--- src/rtl/cdb_arbiter_pkg.sv ---
`default_nettype none
//==========================================================================
// Package  : cdb_arbiter_pkg
// Brief    : Shared CDB widths and packet/result types used by cdb, rob and rs.
// Revision : 1.0 - initial release
//==========================================================================
package cdb_arbiter_pkg;

  localparam int c_xlen      = 32;
  localparam int c_num_fu    = 4;
  localparam int c_rob_tag_w = 5;
  localparam int c_qdepth    = 2;

  typedef struct packed {
    logic                   valid;
    logic [c_rob_tag_w-1:0] tag;
    logic [c_xlen-1:0]      value;
  } cdb_packet_t;

  typedef struct packed {
    logic [c_rob_tag_w-1:0] tag;
    logic [c_xlen-1:0]      value;
  } fu_result_t;

  function automatic int wrap_inc(input int idx, input int n);
    return (idx + 1 >= n) ? 0 : idx + 1;
  endfunction

endpackage
`default_nettype wire

--- src/rtl/cdb_arbiter_fifo.sv ---
`default_nettype none
//==========================================================================
// Module   : cdb_arbiter_fifo
// Brief    : Single-FU result queue with push, pop, flush, full/empty, head.
// Revision : 1.0 - initial release
//==========================================================================
module cdb_arbiter_fifo
  import cdb_arbiter_pkg::*;
#(
  parameter int WIDTH = c_rob_tag_w + c_xlen,
  parameter int DEPTH = c_qdepth
) (
  input  logic             clock,
  input  logic             reset,
  input  logic             flush,
  input  logic             push,
  input  logic             pop,
  input  logic [WIDTH-1:0] push_data,
  output logic             full,
  output logic             empty,
  output logic [WIDTH-1:0] head_data
);

  localparam int c_addr_w = $clog2(DEPTH);
  localparam int c_cnt_w  = c_addr_w + 1;

  logic [WIDTH-1:0]    r_mem [DEPTH];
  logic [c_addr_w-1:0] r_rd_ptr;
  logic [c_addr_w-1:0] r_wr_ptr;
  logic [c_cnt_w-1:0]  r_count;
  logic                w_do_push;
  logic                w_do_pop;

  assign full      = (r_count == c_cnt_w'(DEPTH));
  assign empty     = (r_count == '0);
  assign w_do_push = push && !full && !flush;
  assign w_do_pop  = pop && !empty && !flush;
  assign head_data = r_mem[r_rd_ptr];

  // Storage needs no reset: occupancy alone decides what is visible.
  always_ff @(posedge clock) begin
    if (w_do_push) begin
      r_mem[r_wr_ptr] <= push_data;
    end
  end

  always_ff @(posedge clock or negedge reset) begin
    if (!reset) begin
      r_rd_ptr <= '0;
      r_wr_ptr <= '0;
      r_count  <= '0;
    end else if (flush) begin
      r_rd_ptr <= '0;
      r_wr_ptr <= '0;
      r_count  <= '0;
    end else begin
      if (w_do_push) begin
        r_wr_ptr <= r_wr_ptr + c_addr_w'(1);
      end
      if (w_do_pop) begin
        r_rd_ptr <= r_rd_ptr + c_addr_w'(1);
      end
      if (w_do_push && !w_do_pop) begin
        r_count <= r_count + c_cnt_w'(1);
      end else if (!w_do_push && w_do_pop) begin
        r_count <= r_count - c_cnt_w'(1);
      end
    end
  end

endmodule
`default_nettype wire

--- src/rtl/cdb_arbiter.sv ---
`default_nettype none
//==========================================================================
// Module   : cdb_arbiter
// Brief    : Queues FU results and round-robin drives one registered CDB packet
//            per cycle. CDB_FIXED_PRIO_EN selects lowest-index-first priority.
// Revision : 1.0 - initial release
//==========================================================================
module cdb_arbiter
  import cdb_arbiter_pkg::*;
#(
  parameter int NUM_FU = c_num_fu,
  parameter int QDEPTH = c_qdepth,
  parameter int TAG_W  = c_rob_tag_w
) (
  input  logic                       clock,
  input  logic                       reset,
  input  logic                       squash,
  input  logic [NUM_FU-1:0]          fu_valid,
  input  logic [NUM_FU*TAG_W-1:0]    fu_tag,
  input  logic [NUM_FU*c_xlen-1:0]   fu_value,
  output logic [NUM_FU-1:0]          fu_ready,
  output logic [TAG_W+c_xlen:0]      cdb_packet
);

  localparam int c_ptr_w = $clog2(NUM_FU);
  localparam int c_ent_w = TAG_W + c_xlen;

  logic [NUM_FU-1:0]  w_full;
  logic [NUM_FU-1:0]  w_empty;
  logic [NUM_FU-1:0]  w_push;
  logic [NUM_FU-1:0]  w_pop;
  logic [c_ent_w-1:0] w_head [NUM_FU];
  logic [c_ptr_w-1:0] w_start;
  logic [c_ptr_w-1:0] w_cand;
  logic [c_ptr_w-1:0] w_grant_idx;
  logic               w_grant_valid;
  logic               r_valid;
  logic [TAG_W-1:0]   r_tag;
  logic [c_xlen-1:0]  r_value;

  assign fu_ready   = {NUM_FU{reset}} & ~w_full;
  assign w_push     = fu_valid & ~w_full & ~{NUM_FU{squash}};
  assign cdb_packet = {r_valid, r_tag, r_value};

  for (genvar i = 0; i < NUM_FU; i++) begin : g_fu
    cdb_arbiter_fifo #(
      .WIDTH (c_ent_w),
      .DEPTH (QDEPTH)
    ) u_fifo (
      .clock     (clock),
      .reset     (reset),
      .flush     (squash),
      .push      (w_push[i]),
      .pop       (w_pop[i]),
      .push_data ({fu_tag[i*TAG_W +: TAG_W], fu_value[i*c_xlen +: c_xlen]}),
      .full      (w_full[i]),
      .empty     (w_empty[i]),
      .head_data (w_head[i])
    );
  end

`ifdef CDB_FIXED_PRIO_EN
  assign w_start = '0;
`else
  logic [c_ptr_w-1:0] r_rr_ptr;

  assign w_start = r_rr_ptr;

  always_ff @(posedge clock or negedge reset) begin
    if (!reset) begin
      r_rr_ptr <= '0;
    end else if (squash) begin
      r_rr_ptr <= '0;
    end else if (w_grant_valid) begin
      r_rr_ptr <= c_ptr_w'(wrap_inc(int'(w_grant_idx), NUM_FU));
    end
  end
`endif

  // Scan from the start pointer, wrapping; the first non-empty queue wins.
  always_comb begin
    w_grant_valid = 1'b0;
    w_grant_idx   = '0;
    w_cand        = '0;
    for (int k = 0; k < NUM_FU; k++) begin
      w_cand = c_ptr_w'((int'(w_start) + k) % NUM_FU);
      if (!w_grant_valid && !w_empty[w_cand]) begin
        w_grant_valid = 1'b1;
        w_grant_idx   = w_cand;
      end
    end
  end

  always_comb begin
    w_pop = '0;
    if (w_grant_valid && !squash) begin
      w_pop[w_grant_idx] = 1'b1;
    end
  end

  // Tag and value hold when idle so downstream sees a stable bus.
  always_ff @(posedge clock or negedge reset) begin
    if (!reset) begin
      r_valid <= 1'b0;
      r_tag   <= '0;
      r_value <= '0;
    end else if (squash) begin
      r_valid <= 1'b0;
    end else if (w_grant_valid) begin
      r_valid          <= 1'b1;
      {r_tag, r_value} <= w_head[w_grant_idx];
    end else begin
      r_valid <= 1'b0;
    end
  end

endmodule
`default_nettype wire
--- config.mk ---
export PLATFORM = sky130hd
export DESIGN_NAME = cdb_arbiter
export DESIGN_NICKNAME = d
export VERILOG_FILES = /design/src/rtl/cdb_arbiter_pkg.sv /design/src/rtl/cdb_arbiter_fifo.sv /design/src/rtl/cdb_arbiter.sv
export SDC_FILE = /design/constraint.sdc
export NUM_CORES = 1
export LEC_CHECK = 0
export ABC_CLOCK_PERIOD_IN_PS = 9050
export CAP_MARGIN = 20
export CELL_PAD_IN_SITES_DETAIL_PLACEMENT = 1
export CELL_PAD_IN_SITES_GLOBAL_PLACEMENT = 1
export CORE_MARGIN = 3
export CORE_UTILIZATION = 50
export DETAILED_ROUTE_END_ITERATION = 16
export PLACE_DENSITY_LB_ADDON = 0.12
export SLEW_MARGIN = 20
export SYNTH_ARGS = -nofsm -noshare
export SYNTH_HDL_FRONTEND = slang
export SYNTH_SLANG_ARGS = --single-unit
export TNS_END_PERCENT = 1
--- constraint.sdc ---
create_clock -name clock -period 9.05 [get_ports clock]
set_input_delay 1.81 -clock clock [delete_from_list [all_inputs] [get_ports clock]]
set_output_delay 1.81 -clock clock [all_outputs]
set_load 0.05 [all_outputs]
Word level (Yosys, flattened, before mapping) --
Memory sizes are Yosys's and may differ from the RTL's. Index checks and enable logic that the tools add are counted.
Cells by class: add/subtract/negate cells 20, magnitude comparators 8, eq/ne operators 4, mux-type cells 63, bitwise logic cells 7, reduce and logical (&&, ||, !) cells 69
Operators with widths (count):
- $bmux 37 s2 | 1
- $mux 37 | 2
- $mux 2 | 19
- $mux 1 | 35
- $logic_and 1x1->1 | 29
- $logic_not 1->1 | 22
- $reduce_bool 2->1 | 9
- $lt 2x3->1 const B | 5
- $and 4x4->4 | 3
- $reduce_bool 3->1 | 4
- $add 2x1->2 const B | 5
- $add 1x1->1 const B | 8
- $bmux 1 s2 | 4
- $eq 2x2->1 const B | 4
- $logic_not 2->1 | 4
- $not 4->4 | 2
- $sub 2x1->2 const B | 4
- $ge 3x3->1 const B | 2
- $add 2x2->2 const B | 2
- $mux 4 | 1
- $add 2x1->3 const B | 1
- $not 2->3 | 1
- $demux 1 s2 | 1
- $ge 2x1->1 const B | 1
- 2 further kinds | 2
Word-level totals: flip-flop bits (word level) 56, memory bits (writable) 296, input port bits 155, output and inout bits 42, logic and storage cells 191, memories 4
Memory list:
- g_fu[0].u_fifo.r_mem | depth 2, width 37, read ports 1, clocked after memory_dff 0, wr ports 1, line cdb_arbiter_fifo.sv:27 | logic [WIDTH-1:0] r_mem [DEPTH];
- g_fu[1].u_fifo.r_mem | depth 2, width 37, read ports 1, clocked after memory_dff 0, wr ports 1, line cdb_arbiter_fifo.sv:27
- g_fu[2].u_fifo.r_mem | depth 2, width 37, read ports 1, clocked after memory_dff 0, wr ports 1, line cdb_arbiter_fifo.sv:27
- g_fu[3].u_fifo.r_mem | depth 2, width 37, read ports 1, clocked after memory_dff 0, wr ports 1, line cdb_arbiter_fifo.sv:27

Depth between registers and ports, before layout --
Gate-level depths: netlist of run 1.
depth in word-level cells 23, mapped depth 11, mapped depth without buffers 9

Cells and area by module --
From an unflattened synthesis of run 1, not the netlist that was laid out.
Unflattened totals: cell total of the unflattened synthesis 803, area, all modules 14402.6 um^2
Modules (own cells, without submodules):
- cdb_arbiter_fifo (g_fu[1].u_fifo ...) | instances 3, cells an instance 140, area each 2880.3 um^2, seq. area each 2322.2 um^2
- cdb_arbiter_fifo (g_fu[0].u_fifo) | instances 1, cells an instance 141, area each 2896.5 um^2, seq. area each 2322.2 um^2
- cdb_arbiter | instances 1, cells an instance 242, area each 2865.2 um^2, seq. area each 1001.0 um^2

Worst setup path before layout of run 1 --
OpenSTA, ideal clock, no wires.
path type input to register, start point input squash, end point memory g_fu[0].u_fifo.r_mem[1][0] (netlist name) (enable), arrival 4959 ps, required time 8565 ps, path slack 3606 ps, stages on the path 3, buffers on the path 2, cell sequence clkbuf_1 > clkbuf_1 > nor3b_1
Between the ends: longest elaborated chain between the ends 6, elaborated cells between the ends (all ways) 7, those cells by class mux (2); bitwise (2); reduce/logical (3)
Ends and longest elaborated chain:
- start: declaration | line cdb_arbiter.sv:17 | input logic squash,
- $not 4->4 | line cdb_arbiter.sv:42 | assign w_push = fu_valid & ~w_full & ~{NUM_FU{squash}};
- $and 4x4->4 | line cdb_arbiter.sv:42
- $logic_and 1x1->1 | line cdb_arbiter_fifo.sv:36 | assign w_do_push = push && !full && !flush;
- $logic_and 1x1->1 (*) | line cdb_arbiter_fifo.sv:36
- $mux 1 (*) | line cdb_arbiter_fifo.sv:42 | if (w_do_push) begin
- $mux 1 (implied by the code) (*) | line cdb_arbiter_fifo.sv:43 | r_mem[r_wr_ptr] <= push_data;
- end: declaration | line cdb_arbiter_fifo.sv:27
Every way passes the cells marked *; elsewhere a longest branch is shown, timed or not.

Worst setup path after layout of run 1 --
start point input reset, end point output fu_ready[0]
Between the ends: longest elaborated chain between the ends 1
Ends and longest elaborated chain:
- start: declaration | line cdb_arbiter.sv:16 | input logic reset,
- $and 4x4->4 | line cdb_arbiter.sv:41 | assign fu_ready = {NUM_FU{reset}} & ~w_full;
- end: declaration | line cdb_arbiter.sv:21 | output logic [NUM_FU-1:0] fu_ready,
Every way passes these cells.

==> results of run 1 <==
final cells by class:
type                    count  area (um2)
flip-flops and latches    352       10300
clock inverters             9        43.8
fillers                  2445        9610
multi-input cells         442        3620
well taps                 372         465
repair buffers            218        2120
inverters                   3        11.3
diodes                      4        10.0
clock buffers              60        1150
worst register-to-register path: cells and delay by family, from the launching register on:
kind | cells | cell delay [ps]
flops | 1 | 440
simple gates | 1 | 280
compound gates | 3 | 520
buf+inv | 2 | 1390
mux | 2 | 570
sequential cells by signal (all words and copies together) (netlist names):
signal	count
r_rr_ptr	2
g_fu.u_fifo.r_count	8
g_fu.u_fifo.r_rd_ptr	4
g_fu.u_fifo.r_wr_ptr	4
g_fu.u_fifo.r_mem	296
r_tag	5
r_valid	1
r_value	32
cells by family after synthesis:
logic type      after synthesis  share of synthesized area [%]
buf+inv                      45                           1.70
xor+xnor                      7                          0.435
compound gates               68                           2.83
flops                       352                           73.0
mux                         259                           18.4
simple gates                107                           3.51
fa+ha+maj                     1                         0.0888
worst max path at each step:
stage	slack [ps]	start	endpoint
CTS	3680	reset	fu_ready[0]
floorplan	3610	squash	g_fu[0].u_fifo.r_mem[1][0]
detailed placement	3670	reset	fu_ready[0]
finish	3740	reset	fu_ready[0]
global route	3600	reset	fu_ready[3]
global placement	3730	reset	fu_ready[3]
routing by layer:
layer	global-route usage [%]	up-vias	wire [um]
met5	0	-	14
met2	41.0	201	18100
li1	-	3644	-
met3	4.45	44	1700
met1	29.2	4164	14200
met4	6.00	4	566
power by group:
| group | switching [uW] | internal, uW |
|---|---|---|
| Sequential | 151 | 1970 |
| Combinational | 1160 | 781 |
| Clock | 602 | 869 |
| Total | 1920 | 3620 |
metrics by stage:
| step | cells | setup WS (ps) | cell area [um2] | power (uW) |
|---|---|---|---|---|
| after global placement | 1387 | 3730 | 16500 | 4040 |
| after floorplan | 839 | 3610 | 14100 | 3510 |
| after CTS | 1456 | 3680 | 17700 | 5600 |
| final | 1460 | 3740 | 17700 | 5540 |
| after global routing | 1460 | 3600 | 17700 | 5800 |
| after detailed placement | 1387 | 3670 | 16500 | 4100 |
placed cells by master, fill, tap and decap left out, types with 2 or more instances in the layout:
master	instances
a211oi_1	2
a21o_1	3
a21oi_1	43
a31oi_1	5
and2_1	4
buf_4	23
clkbuf_1	14
clkbuf_16	41
clkbuf_8	5
clkdlybuf4s50_1	195
clkinv_1	5
clkinv_2	2
clkinvlp_4	2
dfrtp_1	52
dfrtp_2	4
diode_2	4
edfxtp_1	296
inv_1	3
mux2i_1	259
nand2_1	18
nand2b_1	7
nand3_1	2
nand3b_1	2
nor2_1	56
nor3_2	5
nor3b_2	4
o211ai_1	2
o21ai_0	4
xor2_1	7
==> results.tsv, run 1 <==
stage	metric	value	unit
outcome	status	finished clean	
logic_synthesis	synth_nets	995	
logic_synthesis	synth_ff_type	edfxtp_1	
setup_path	cp_max_fo	60	
setup_path	r2r_setup_slack	5780	ps
pwr	ir_worst_vdd	253	uV
setup_path	worstPathArrival	3500	ps
sta	period_needed	5310	ps
setup_path	path_class	in2out	
sta	fin_crit_sh	58.7	%
route	via_count	8057	
logic_synthesis	netlist_area	0.0141	mm2
sta	slew_violations	0	
cts	h-tree-depth	2	
pwr	total_leakage_power	0.00604	uW
sta	max_freq	188	MHz
logic_synthesis	ys_top_cells_by_count	edfxtp_1, mux2i_1, dfrtp_1, nor2_1, a21oi_1	
sta	finalClockSkew	13.2	ps
route	drt-vias-per-instance	5.52	
logic_synthesis	synth_cell_type_count	43	
grt	grt_pass1_vias	9130	
logic_synthesis	netlist_instances	839	
setup_path	cp_data_required_time	7240	ps
floorplan	num_rows	60	
floorplan	die_area	0.0302	mm2
worst_hold_path	hold_class	reg2reg	
floorplan	coreArea	0.0273	mm2
cts	numCtsBuffers	38	
logic_synthesis	synth-edff-count	296	
floorplan	start_util	51.6	%
setup_path	cp_slowest_cell	clkdlybuf4s50_1	
setup_path	cp_num_cells	3	
logic_synthesis	avgSynthCellArea	16.8	um2
grt	grt_overflow	0	
placement	portBuffers	196	
cts	cts_tree	yes	
route	drtAntennaViolNets	0	
setup_path	startpoint_type	input port	
sta	hold_violations	0	
setup_path	slowest_delay	800	ps
cts	cts_resized	0	
route	drc	0	
route	firstDrtPassIters	4	
logic_synthesis	seq_area_frac_synth	73.0	%
sta	rsz0062_at_grt	no	
placement	dp_hpwl	22100	um
logic_synthesis	synth_top_area_share	63.1	%
cts	cts.path.max_buffers	3	
route	drt_wl_total	34700	um
placement	gp_congestion	0.745	
worst_hold_path	holdPathStages	2	
logic_synthesis	yosysMostFrequentCell	edfxtp_1	
finish	area_growth	25.7	%
finish	drive_gt1_share	8.58	%
setup_path	reg2reg_to	r_value[31]	
sta	fin_setup_tns	0	ps
floorplan	die_h	174	um
logic_synthesis	synth_area_leaders	edfxtp_1, mux2i_1, dfrtp_1, a21oi_1, nor2_1	
logic_synthesis	ys_warn_count	0	
worst_hold_path	whs_endpoint	r_tag[0]	
cts	clk_latency	520	ps
logic_synthesis	synth_seq_cells	352	
setup_path	crit_family	buffers and inverters	
pwr	power_density	313	mW/mm2
sta	tightestPinTransition	840	ps
setup_path	rr_startpoint	g_fu[2].u_fifo.r_count[0]	
sta	holdWs	542	ps
cts	root_buffer	clkbuf_16	
floorplan	die_w	174	um
setup_path	crit_buf_inv	2	
setup_path	cp-end-kind	primary output	
logic_synthesis	yosysTopAreaCell	edfxtp_1	
setup_path	worst_r2r_path_depth	8	
finish	utilization	64.8	%
route	post_drt_wl_per_cell	23.7	um
run	cap_violations	0	
cts	hold_buffers	0	
cts	clock-sinks	352	
grt	grt_pass1_wl	53500	um
sta	maxSlewHeadroom	44.0	%
cts	clk_pin_slew	60	ps
logic_synthesis	async_flop_share	15.9	%
floorplan	io_pins	197	
grt	grt_max_degree	77	
grt	track_usage	23.1	%
setup_path	crit_chain	buf_4 -> and2_1 -> clkdlybuf4s50_1	
cts	postCtsSetupBuffers	0	
sta	setup_viol	0	
grt	antenna_found_initial	6	
finish	layout.nets	1211	
worst_hold_path	hold_start	r_tag[0]	
route	first_iter_violations	567	
No activity file was read; power rests on OpenSTA's default activity.
==> run 2, diff against run 1 <==
--- a/config.mk
+++ b/config.mk
@@ -5,12 +5,12 @@
 export SDC_FILE = /design/constraint.sdc
 export NUM_CORES = 1
 export LEC_CHECK = 0
-export ABC_CLOCK_PERIOD_IN_PS = 9050
+export ABC_CLOCK_PERIOD_IN_PS = 5540
 export CAP_MARGIN = 20
 export CELL_PAD_IN_SITES_DETAIL_PLACEMENT = 1
 export CELL_PAD_IN_SITES_GLOBAL_PLACEMENT = 1
 export CORE_MARGIN = 3
-export CORE_UTILIZATION = 50
+export CORE_UTILIZATION = 46
 export DETAILED_ROUTE_END_ITERATION = 16
 export PLACE_DENSITY_LB_ADDON = 0.12
 export SLEW_MARGIN = 20
==> constraint.sdc (replaced) <==
create_clock -name clock -period 5.54 [get_ports clock]
set_input_delay 1.108 -clock clock [delete_from_list [all_inputs] [get_ports clock]]
set_output_delay 1.108 -clock clock [all_outputs]
set_load 0.05 [all_outputs]
==> run 2 against run 1 <==
  * Non-clock buffer count shrank 3
  * Sequential power up 64%
  * Clock skew up 5.9 ps
  * First-iteration DRC count down 22%
  * Register-to-register slack lost 3300 ps
  * Via count is 2.0% lower
  * Die area rose by 8.4%
  * Clock power rose by 70%
  * Core utilization shrank 5.2 points
  * Setup slack worse by 1700 ps
  * Largest cell class unchanged
  * Highest routed layer unchanged
==> results.tsv, run 2 (synthesis results as in run 1) <==
stage	metric	value	unit
placement	dp_hpwl	22100	um
grt	track_usage	20.9	%
sta	maxSlewHeadroom	27.6	%
finish	layout.nets	1208	
sta	period_needed	3520	ps
floorplan	num_rows	63	
finish	regMostFlops	g_fu.u_fifo.r_mem	
finish	drive_gt1_share	8.87	%
cts	clock-sinks	352	
cts	root_buffer	clkbuf_16	
setup_path	crit_start	reset	
cts	postCtsSetupBuffers	0	
placement	gp_congestion	0.757	
cts	clk_pin_slew	60	ps
setup_path	path_class	in2out	
pwr	ir_worst_vdd	289	uV
floorplan	die_w	181	um
setup_path	reg2reg_to	r_value[18]	
route	via_count	7895	
route	drtAntennaViolNets	0	
placement	portBuffers	196	
pwr	p_int	5990	uW
grt	grt_overflow	0	
cts	cts.path.max_buffers	3	
pwr	power_frac_seq	37.8	%
outcome	status	finished clean	
sta	max_freq	284	MHz
cts	cts_tree	yes	
cts	clk_latency	520	ps
route	firstDrtPassIters	5	
run	cap_violations	0	
grt	grt_pass1_vias	8663	
grt	antenna_found_initial	3	
sta	rsz0062_at_grt	no	
route	drt-vias-per-instance	5.36	
sta	fin_setup_tns	0	ps
route	drt_wl_total	34200	um
cts	h-tree-depth	2	
pwr	p_clk_share	27.2	%
finish	final_common_cell	edfxtp_1	
setup_path	cp-end-kind	primary output	
finish	area_growth	26.3	%
sta	setup_viol	0	
setup_path	worst_r2r_path_depth	7	
setup_path	r2r_setup_slack	2530	ps
setup_path	rr_startpoint	g_fu[2].u_fifo.r_count[0]	
setup_path	cp_data_required_time	4430	ps
pwr	total_leakage_power	0.00607	uW
pwr	power_density	516	mW/mm2
worst_hold_path	hold_class	in2async	
sta	holdWs	499	ps
sta	tightestPinTransition	1080	ps
floorplan	start_util	47.2	%
setup_path	worstPathArrival	2410	ps
setup_path	endpoint	fu_ready[2]	
sta	finalClockSkew	19.1	ps
sta	slew_violations	0	
cts	cts_resized	0	
cts	hold_buffers	0	
floorplan	die_area	0.0328	mm2
finish	top_regs	g_fu.u_fifo.r_mem (296), r_value (32), g_fu.u_fifo.r_count (8)	
grt	grt_max_degree	47	
sta	hold_violations	0	
finish	fill_cells	2734	
floorplan	coreArea	0.0299	mm2
floorplan	io_pins	197	
pwr	netSwitchingPower	3200	uW
pwr	swShare	34.8	%
floorplan	die_h	181	um
route	first_iter_violations	443	
grt	grt_pass1_wl	52200	um
setup_path	cp_max_fo	28	
cts	numCtsBuffers	38	
pwr	p_comb_share	35.0	%
sta	fin_crit_sh	63.5	%
finish	largest_reg_flops	296	
finish	layout_common_cells	edfxtp_1, mux2i_1, clkdlybuf4s50_1	
route	drc	0	
route	post_drt_wl_per_cell	23.2	um
setup_path	startpoint_type	input port	
[run 2: cell types whose count changed in the layout (fill, tap and decap cells not counted), sizes merged]
| cell | previous run | this run |
|---|---|---|
| buf | 23 | 20 |
| bufinv | 0 | 2 |
| diode | 4 | 2 |
| clkinvlp | 2 | 1 |
| inv | 3 | 6 |
| clkbuf | 60 | 57 |
[run 2: area by class of cell]
class	count	area [um2]	share of cell area [%]
multi-input cells	442	3620	20.3
clock buffers	57	1100	6.20
flip-flops and latches	352	10300	57.8
clock inverters	13	144	0.808
inverters	3	11.3	0.0633
diodes	2	5.00	0.0281
repair buffers	215	2140	12.0
well taps	390	488	2.74
[run 2: metrics by stage]
stage               worst slack [ps]  instances  total power (uW)  area (um2)  utilization [%]
floorplan                        798        839              5730       14100                -
global placement                1990       1402              6680       16500             55.4
detailed placement              1980       1402              6770       16500             55.4
CTS                             1980       1472              9300       17800             59.6
global route                    1920       1474              9620       17800             59.6
finish                          2020       1474              9190       17800             59.6
[run 2: how the worst min path moves through the flow]
stage          depth (start not counted)                      end                    start  slack [ps]
6_report                               1               r_value[4]                    reset         500
2_1_floorplan                          2  g_fu[0].u_fifo.r_wr_ptr  g_fu[0].u_fifo.r_wr_ptr         520
4_1_cts                                1               r_value[4]                    reset         490
5_1_grt                                1               r_value[4]                    reset         510
3_3_place_gp                           2               r_value[0]               r_value[0]         520
3_5_place_dp                           2                 r_tag[1]                 r_tag[1]         530
[run 2: power groups by stage]
| stage | combinational (uW) | sequential [uW] | clock (uW) |
|---|---|---|---|
| global placement | 3170 | 3510 | 0 |
| floorplan | 1870 | 3860 | 0 |
| CTS | 3260 | 3480 | 2550 |
| global route | 3440 | 3510 | 2670 |
| detailed placement | 3250 | 3520 | 0 |
| finish | 3220 | 3470 | 2500 |
[run 2: worst max-delay path, cell delays in order]
cell and delay, ps:
buf_4 310, and2_1 180, clkdlybuf4s50_1 790
[run 2: metal layers]
layer	track usage (%)	up-vias	wire length (um)
li1	-	3629	-
met1	28.6	4022	14900
met2	35.6	198	17000
met3	3.48	44	1650
met4	4.27	2	592
met5	0	-	20
